<file path="src/rtl/im_loader.sv">
// Instruction-memory loader: streams words into consecutive addresses from 0,
// then drains the CPU pipeline before releasing cpu_hold.
`timescale 1ns/1ps
module im_loader #(
   parameter int NMEM      = 20,
   parameter int AW        = 5,
   parameter int DRAIN_CYC = 5
) (
   input  logic          clk,
   input  logic          rst_n,
   input  logic          start,
   input  logic [AW:0]   len,
   input  logic          s_valid,
   input  logic [31:0]   s_data,
   output logic          s_ready,
   output logic          im_we,
   output logic [AW-1:0] im_waddr,
   output logic [31:0]   im_wdata,
   output logic          cpu_hold,
   output logic          busy,
   output logic          done,
   output logic          err,
   output logic [31:0]   checksum
);
   localparam int DW = (DRAIN_CYC > 1) ? $clog2(DRAIN_CYC) : 1;

   typedef enum logic [1:0] {IDLE, LOAD, DRAIN, DONE} state_t;

   state_t        state, state_d;
   logic [AW:0]   len_q, cnt;
   logic [DW-1:0] dcnt;
   logic          loaded;
   logic          beat, last_beat, len_ok;

   assign len_ok    = (len != '0) && (len <= (AW+1)'(NMEM));
   assign beat      = s_valid && s_ready;
   assign last_beat = beat && (cnt == len_q - 1'b1);

   assign s_ready  = (state == LOAD);
   assign busy     = (state == LOAD) || (state == DRAIN);
   assign done     = (state == DONE);
   assign cpu_hold = !loaded || busy;

   always_ff @(posedge clk) begin
      if (!rst_n) state <= IDLE;
      else        state <= state_d;
   end

   always_comb begin
      state_d = state;
      case (state)
         IDLE:    if (start && len_ok) state_d = LOAD;
         LOAD:    if (last_beat)       state_d = DRAIN;
         DRAIN:   if (dcnt == '0)      state_d = DONE;
         DONE:    state_d = IDLE;
         default: state_d = IDLE;
      endcase
   end

   // Write port is registered: a beat accepted at edge N is written at edge N+1.
   always_ff @(posedge clk) begin
      if (!rst_n) begin
         im_we    <= 1'b0;
         im_waddr <= '0;
         im_wdata <= '0;
         checksum <= '0;
         err      <= 1'b0;
         loaded   <= 1'b0;
         len_q    <= '0;
         cnt      <= '0;
         dcnt     <= '0;
      end else begin
         im_we <= beat;
         if (beat) begin
            im_waddr <= cnt[AW-1:0];
            im_wdata <= s_data;
            checksum <= checksum + s_data;
            cnt      <= cnt + 1'b1;
         end
         case (state)
            IDLE: if (start) begin
               if (len_ok) begin
                  // Memory contents become stale the moment a reload begins.
                  len_q    <= len;
                  cnt      <= '0;
                  checksum <= '0;
                  err      <= 1'b0;
                  loaded   <= 1'b0;
               end else begin
                  err <= 1'b1;
               end
            end
            LOAD:  if (last_beat) dcnt <= DW'(DRAIN_CYC - 1);
            DRAIN: if (dcnt != '0) dcnt <= dcnt - 1'b1;
            DONE:  loaded <= 1'b1;
            default: ;
         endcase
      end
   end
endmodule

</file>
<file path="config.mk">
export PLATFORM = sky130hd
export DESIGN_NAME = im_loader
export DESIGN_NICKNAME = d
export VERILOG_FILES = /design/src/rtl/im_loader.sv
export SDC_FILE = /design/constraint.sdc
export NUM_CORES = 1
export LEC_CHECK = 0
export CORE_MARGIN = 4
export CORE_UTILIZATION = 46
export CTS_BUF_LIST = sky130_fd_sc_hd__clkbuf_16
export CTS_CLUSTER_DIAMETER = 50
export CTS_CLUSTER_SIZE = 20
export DETAILED_ROUTE_END_ITERATION = 8
export GPL_ROUTABILITY_DRIVEN = 0
export PLACE_DENSITY = 0.79
export SKIP_CTS_REPAIR_TIMING = 1
export SLEW_MARGIN = 20
export SYNTH_ARGS = -nofsm -noshare
export SYNTH_HDL_FRONTEND = slang
export SYNTH_SLANG_ARGS = --single-unit
export TNS_END_PERCENT = 20
</file>
<file path="constraint.sdc">
create_clock -name clk -period 2.7 [get_ports clk]
set_input_delay 0.54 -clock clk [delete_from_list [all_inputs] [get_ports clk]]
set_output_delay 0.54 -clock clk [all_outputs]
set_load 0.05 [all_outputs]
</file>
Word level (Yosys, flattened, before mapping). Cells that the tools add are included.

Add/sub/neg operators: 4. Magnitude comparators: 1. Equal/unequal tests: 10. Multiplexer cells: 19. Reductions and logical operators: 18.

Operators with widths (number): 32-bit two-way mux (4); 32-bit adder (1); 6-bit two-way mux (4); 3-bit AND reduction (4); 2-bit one-hot mux with 4 select lines (1); 6-bit by 1-bit adder with 6-bit output, second input constant (1); 6-bit equality test (1); 6-bit by 5-bit less-or-equal comparator with 1-bit output, second input constant (1); 2-bit two-way mux (3); 3-bit two-way mux (2); 2-bit by 1-bit inequality test with 1-bit output, second input constant (3); 2-bit inequality test, second input constant (3); 3-bit one-hot mux with 2 select lines (1); 6-bit nonzero test (1); 6-bit by 1-bit subtractor with 6-bit output, second input constant (1); 2-bit equality test, second input constant (2); 1-bit logical AND (4); 2-bit nonzero test (2); 3-bit logical NOT (1); 1-bit two-way mux (3); 3-bit nonzero test (1); 3-bit by 1-bit subtractor with 3-bit output, second input constant (1); 2-bit by 1-bit equality test with 1-bit output, second input constant (1); 2-bit logical NOT (1); 4 further kinds (5).

Bits in registers: 89. Input port bits: 42. Logic and storage cells: 62.

Logic depth before layout (Yosys ltp). Gate-level depths: netlist (run 1).

Depth after elaboration: 6. Mapped depth: 11. Mapped depth without buffers: 11.

Worst setup path after synthesis (run 1). Ideal clock, no wire load.

Path kind: reg-to-reg. From: register checksum[0]. To: register checksum[30]. Arrival: 2.650 ns. Slack: -0.015 ns. Cell stages (with the launch flop): 12. Path buffers: 0. Period minus slack after synthesis: 2.715 ns. Cells stage by stage: dfxtp_1 > ha_1 > fa_1 > a21oi_1 > o21ai_0 > a211o_1 > a32oi_1 > a21bo_2 > o2111ai_1 > xnor2_1 > o21a_1 > nor2_1.

Cells in the longest elaborated chain, start to end: 5.

RTL lines: from (decl) (RTL line 23) `output logic [31:0] checksum`; from (signal assigned) (RTL line 77) `checksum <= checksum + s_data;`; 32-bit adder * (RTL line 77); 32-bit two-way mux * (RTL line 74) `if (beat) begin`; 32-bit two-way mux (RTL line 82) `if (len_ok) begin`; 32-bit two-way mux (RTL line 81) `IDLE: if (start) begin`; 32-bit two-way mux * (RTL line 80) `case (state)`.

Every way passes the cells marked *; elsewhere a longest branch is shown, timed or not. A chain may end at the register's enable or synchronous reset.

Worst setup path after layout (run 1).
From: register checksum[0]. To: register checksum[16].

Same word-level chain as after synthesis.

==> metrics.csv, run 1 <==
metric,value,unit
dr.max_layer_used,met4,
synthCells,638,
wl_met3,807,um
clk_pin_slew_worst_paths,60,ps
die_w,113.0,um
path_class,register to register,
async_reset_ff_share,0,%
cts_sinks,89,
max_stage_delay,410,ps
required,2900,ps
wl_met1,6240,um
syn_avg_cell_area,7.954,sq um
clock_skew,5.834,ps
max_freq,378.4,MHz
ys_warn_count,0,
path_depth,11,
arrival,2850,ps
root_buffer,clkbuf_16,
slowest_stage,fa_2,
die_h,113.0,um
worstHoldStart,im_waddr[4]$_SDFFE_PN0P_,
slew_headroom,63.88,%
seqCellArea,1783,sq um
drv_cap,0,
synth_cell_types,60,
die_area,12780,sq um
coreArea,10840,sq um
multi_input_area,3359,sq um
finalPower,5.242,mW
cp-end-kind,register,
cp_cell_sequence,ha_4 > fa_2 > a21oi_2 > o21ai_2 > a211o_1 > a31oi_1 > o21ba_2 > o21ai_0 > a31oi_1 > xor2_1 > o21ai_0,
remaining_drc_errors,0,
powerDensity,700.7,nW/um^2
synth_nets,720,
peakVddDrop,0.3626,mV
grt_max_degree,40,
netlist_area,5075,sq um
final_nets,891,
wl_met2,7488,um
grt_pass1_wl,24270,um
pin_count,117,
timing.rr.start,checksum[0]$_SDFF_PN0_,
num_antenna_cells,0,
hold_path_depth,2,
finalSetupViolations,0,
clock_path_buffers,2,
synth_edf_count,0,
hold_viol,0,
layout_common_cells,"137 x nand2_1, 100 x clkdlybuf4s50_1, 88 x dfxtp_1",
wl_per_cell,15.74,um
worst_pin_slew,540.2,ps
numCtsBuffers,9,
final_common_cell,nand2_1,
areaGrowthSynthToFinish,47.41,%
final-max-slew-violation-count,0,
clock_latency,350,ps
rsz0062_at_grt,true,
cts_htree_levels,3,
drive_above_1_share,16.71,%
cts_tree,yes,
drt.antenna.violating_nets,0,
status,"complete, no violations",
synth_flop_cell,dfxtp_1,
critPathBufInv,0,
r2r_end,checksum[16]$_SDFF_PN0_,
rows,38,
worstSetupStartpointType,register,
initial_core_util,46.81,%
overflow,0,
hold_class,register to register,
fin_crit,2643,ps
grt.total_usage,22.91,%
vias,5194,
yosysSeqAreaShare,35.11,%
port_buffers,116,
routed_via_density,5.444,
critPathTopFamily,compound AO/OA/AOI/OAI gates,
min_to,im_waddr[4]$_SDFFE_PN0P_,
fin_crit_sh,97.88,%
first_iter_violations,228,
routed_wl,15020,um
design_area,7481,sq um
r2r_cells,11,
grt_pass1_vias,5234,
critPathMaxFanout,3,
regToRegSetupSlack,60,ps
dp_hpwl,10860,um
grt_antenna_before_repair,0,
p_leak,3.112,nW
synth_seq_cells,89,
fill_cells,831,
drtPass1Iterations,5,
place_area,6848,sq um
-- worst reg2reg max path: cells and delay by family, from the launching register on --
kind	cells	cell delay (ps)
xor gates and xnor gates	1	190
adders and majority gates	2	570
DFF	1	340
AOI/OAI and AO/OA	8	1390
-- report_power, final --
| part | internal [mW] | switching, mW | total [mW] |
|---|---|---|---|
| registers | 1.47 | 0.132 | 1.61 |
| logic | 0.924 | 1.37 | 2.29 |
| clock network | 0.802 | 0.541 | 1.34 |
-- metrics by stage --
| step | hold slack (ps) | instances | util, % | setup TNS, ps | setup WS [ps] |
|---|---|---|---|---|---|
| floorplan | 437.8 | 638 | - | 0 | 0.3504 |
| global placement | 441.0 | 934 | 63.17 | -9389 | -638.3 |
| detailed placement | 448.0 | 934 | 63.17 | -10420 | -660.3 |
| CTS | 456.4 | 950 | 66.03 | -3243 | -351.7 |
| global route | 486.1 | 954 | 69.01 | -468.7 | -129.7 |
| finish | 453.9 | 954 | 69.01 | 0 | 57.21 |
-- worst max-delay path by stage --
stage / startpoint / endpoint / slack, ps
2_1_floorplan: s_data[0] / checksum[30]$_SDFF_PN0_ / 0.4
3_3_place_gp: s_data[0] / checksum[30]$_SDFF_PN0_ / -640
3_5_place_dp: s_data[0] / checksum[30]$_SDFF_PN0_ / -660
4_1_cts: s_data[0] / checksum[16]$_SDFF_PN0_ / -350
5_1_grt: checksum[0]$_SDFF_PN0_ / checksum[30]$_SDFF_PN0_ / -130
6_report: checksum[0]$_SDFF_PN0_ / checksum[16]$_SDFF_PN0_ / 60
-- kinds of logic (layout without fill, tap and decap cells) --
| kind of cell | count (synthesis) | in the layout | synth area share [%] |
|---|---|---|---|
| AOI/OAI and AO/OA | 168 | 168 | 21.18 |
| adders and majority gates | 40 | 40 | 10.01 |
| xor gates and xnor gates | 35 | 35 | 6.040 |
| and+or+nand+nor | 244 | 244 | 21.40 |
| buffers and inverters | 50 | 226 | 3.895 |
| DFF | 89 | 89 | 35.11 |
| muxes | 12 | 12 | 2.367 |
-- cell usage after synthesis, types with 2 or more instances --
| library cell | number | share of area, % |
|---|---|---|
| nand2_1 | 138 | 10 |
| dfxtp_1 | 89 | 35 |
| a21oi_1 | 77 | 7.6 |
| ha_1 | 39 | 9.6 |
| nor2_1 | 35 | 2.6 |
| o21ai_0 | 24 | 2.4 |
| clkbuf_1 | 22 | 1.6 |
| inv_1 | 19 | 1.4 |
| xnor2_1 | 18 | 3.1 |
| nand3_1 | 17 | 1.7 |
| xor2_1 | 17 | 2.9 |
| a21boi_0 | 12 | 1.8 |
| a21o_1 | 12 | 1.8 |
| mux2i_1 | 12 | 2.4 |
| nand2b_1 | 8 | 0.99 |
| nor2b_1 | 8 | 0.99 |
| nor3_1 | 8 | 0.79 |
| a31oi_1 | 7 | 0.86 |
| a211oi_1 | 6 | 0.89 |
| and3_1 | 6 | 0.74 |
| and2_1 | 5 | 0.62 |
| o21bai_1 | 5 | 0.74 |
| buf_2 | 4 | 0.39 |
| nand4_1 | 4 | 0.49 |
| buf_1 | 3 | 0.22 |
| o21a_1 | 3 | 0.44 |
| nand2_2 | 2 | 0.25 |
| o2111ai_1 | 2 | 0.35 |
| o211ai_2 | 2 | 0.49 |
| o21ba_2 | 2 | 0.39 |
| or3_1 | 2 | 0.25 |
| or4_1 | 2 | 0.30 |
-- per-layer routing --
layer,global-route usage (%),vias to the layer above
met4,10.82,0
met3,4.064,38
met2,40.17,154
li1,-,2542
met1,27.07,2460
met5,0,-
-- final cells by class --
class | count | area share [%]
clock buffer | 9 | 3.011
clock inverter | 7 | 1.137
inverter | 19 | 0.9533
multi-input combinational | 499 | 44.91
sequential | 89 | 23.83
tap | 140 | 2.342
timing repair buffer | 191 | 23.82
-- sequential cells by signal, indices dropped and copies added, names as in the netlist, 2 cells and up --
signal    count
checksum     32
im_wdata     32
cnt           6
len_q         6
im_waddr      5
dcnt          3
state         2
Note: power is estimated with default switching activity, not from simulation.
==> run 2, diff against run 1 <==
--- a/config.mk
+++ b/config.mk
@@ -12,9 +12,9 @@
 export CTS_CLUSTER_SIZE = 20
 export DETAILED_ROUTE_END_ITERATION = 8
 export GPL_ROUTABILITY_DRIVEN = 0
+export MAX_ROUTING_LAYER = met4
 export PLACE_DENSITY = 0.79
 export SKIP_CTS_REPAIR_TIMING = 1
-export SLEW_MARGIN = 20
 export SYNTH_ARGS = -nofsm -noshare
 export SYNTH_HDL_FRONTEND = slang
 export SYNTH_SLANG_ARGS = --single-unit
==> metrics.csv, run 2 (same netlist as run 1, synthesis figures left out) <==
metric,value,unit
status,"complete, no violations",
drtPass1Iterations,4,
peakVddDrop,0.3630,mV
areaGrowthSynthToFinish,47.41,%
drt.antenna.violating_nets,0,
top_regs,"checksum (32), im_wdata (32)",
overflow,0,
seqCellArea,1783,sq um
clock_latency,350,ps
clock_path_buffers,2,
critPathBufInv,0,
finalSetupViolations,0,
critPathTopFamily,compound AO/OA/AOI/OAI gates,
cp_cell_sequence,ha_4 > fa_2 > a21oi_2 > o21ai_2 > a211o_1 > a31oi_1 > o21ba_2 > o21ai_0 > a31oi_1 > xor2_1 > o21ai_0,
num_antenna_cells,0,
die_area,12780,sq um
coreArea,10840,sq um
dp_hpwl,10860,um
worstSetupStartpointType,register,
rows,38,
port_buffers,116,
root_buffer,clkbuf_16,
arrival,2850,ps
powerDensity,699.6,nW/um^2
critPathMaxFanout,3,
hold_class,register to register,
final_common_cell,nand2_1,
slowest_stage,fa_2,
remaining_drc_errors,0,
max_freq,377.9,MHz
clock_skew,5.041,ps
grt.total_usage,23.54,%
p_leak,3.112,nW
grt_pass1_wl,24250,um
grt_max_degree,40,
clk_pin_slew_worst_paths,60,ps
slew_headroom,63.92,%
die_w,113.0,um
cts_sinks,89,
drv_cap,0,
place_area,6848,sq um
first_iter_violations,221,
routed_wl,14980,um
die_h,113.0,um
vias,5161,
grt_pass1_vias,5237,
fill_cells,831,
initial_core_util,46.81,%
hold_viol,0,
cp-end-kind,register,
cts_tree,yes,
setup-tns-final,0,ps
design_area,7481,sq um
grt_antenna_before_repair,0,
worst_pin_slew,539.5,ps
final-max-slew-violation-count,0,
path_class,register to register,
routed_via_density,5.410,
multi_input_area,3359,sq um
max_stage_delay,410,ps
numCtsBuffers,9,
final_nets,891,
fin_crit,2646,ps
pin_count,117,
required,2900,ps
cts_htree_levels,3,
wl_per_cell,15.70,um
drive_above_1_share,16.71,%
layout_common_cells,"137 x nand2_1, 100 x clkdlybuf4s50_1, 88 x dfxtp_1",
fin_crit_sh,98.00,%
rsz0062_at_grt,true,
[run 2: worst paths after layout]
path / start / to / slack (ps) / depth (start not counted)
hold / removal: im_wdata[15]$_SDFFE_PN0P_ / im_wdata[15]$_SDFFE_PN0P_ / 450 / 2
setup reg to reg: checksum[0]$_SDFF_PN0_ / checksum[16]$_SDFF_PN0_ / 50 / 11
setup / recovery: checksum[0]$_SDFF_PN0_ / checksum[16]$_SDFF_PN0_ / 50 / 11
hold reg to reg: im_wdata[15]$_SDFFE_PN0P_ / im_wdata[15]$_SDFFE_PN0P_ / 450 / 2
[run 2: through the flow]
stage | instances | hold WS [ps] | util [%] | worst slack [ps] | total power [mW]
after global placement | 934 | 441.0 | 63.17 | -638.3 | 3.729
after detailed placement | 934 | 448.0 | 63.17 | -660.3 | 3.792
after floorplan | 638 | 437.8 | - | 0.3504 | 3.027
final | 954 | 453.5 | 69.01 | 54.10 | 5.234
after global routing | 954 | 486.1 | 69.01 | -129.5 | 5.498
after CTS | 950 | 456.4 | 66.03 | -351.7 | 5.115
[run 2: layer usage]
layer / vias to the layer above / share of wire (%) / global-route usage [%]
li1: 2547 / - / -
met1: 2428 / 42 / 27.47
met2: 153 / 50 / 40.17
met3: 33 / 5.4 / 3.209
met4: 0 / 2.7 / 10.82
met5: - / 0 / -
[run 2: power by group]
| part | internal, mW | switching [mW] | leakage [nW] |
|---|---|---|---|
| logic | 0.925 | 1.37 | 2.24 |
| registers | 1.47 | 0.132 | 0.721 |
| clock network | 0.802 | 0.534 | 0.152 |
[run 2: cell type report]
cell class                      count  area share (%)
Clock buffer                        9           3.011
Clock inverter                      7           1.137
Tap cell                          140           2.342
Timing Repair Buffer              191           23.82
Multi-Input combinational cell    499           44.91
Inverter                           19          0.9533
Sequential cell                    89           23.83
[run 2: worst min-delay path, stage by stage, from the launching register on]
cell,delay [ps]
dfxtp_1,310
nand2_1,50
a21oi_1,50
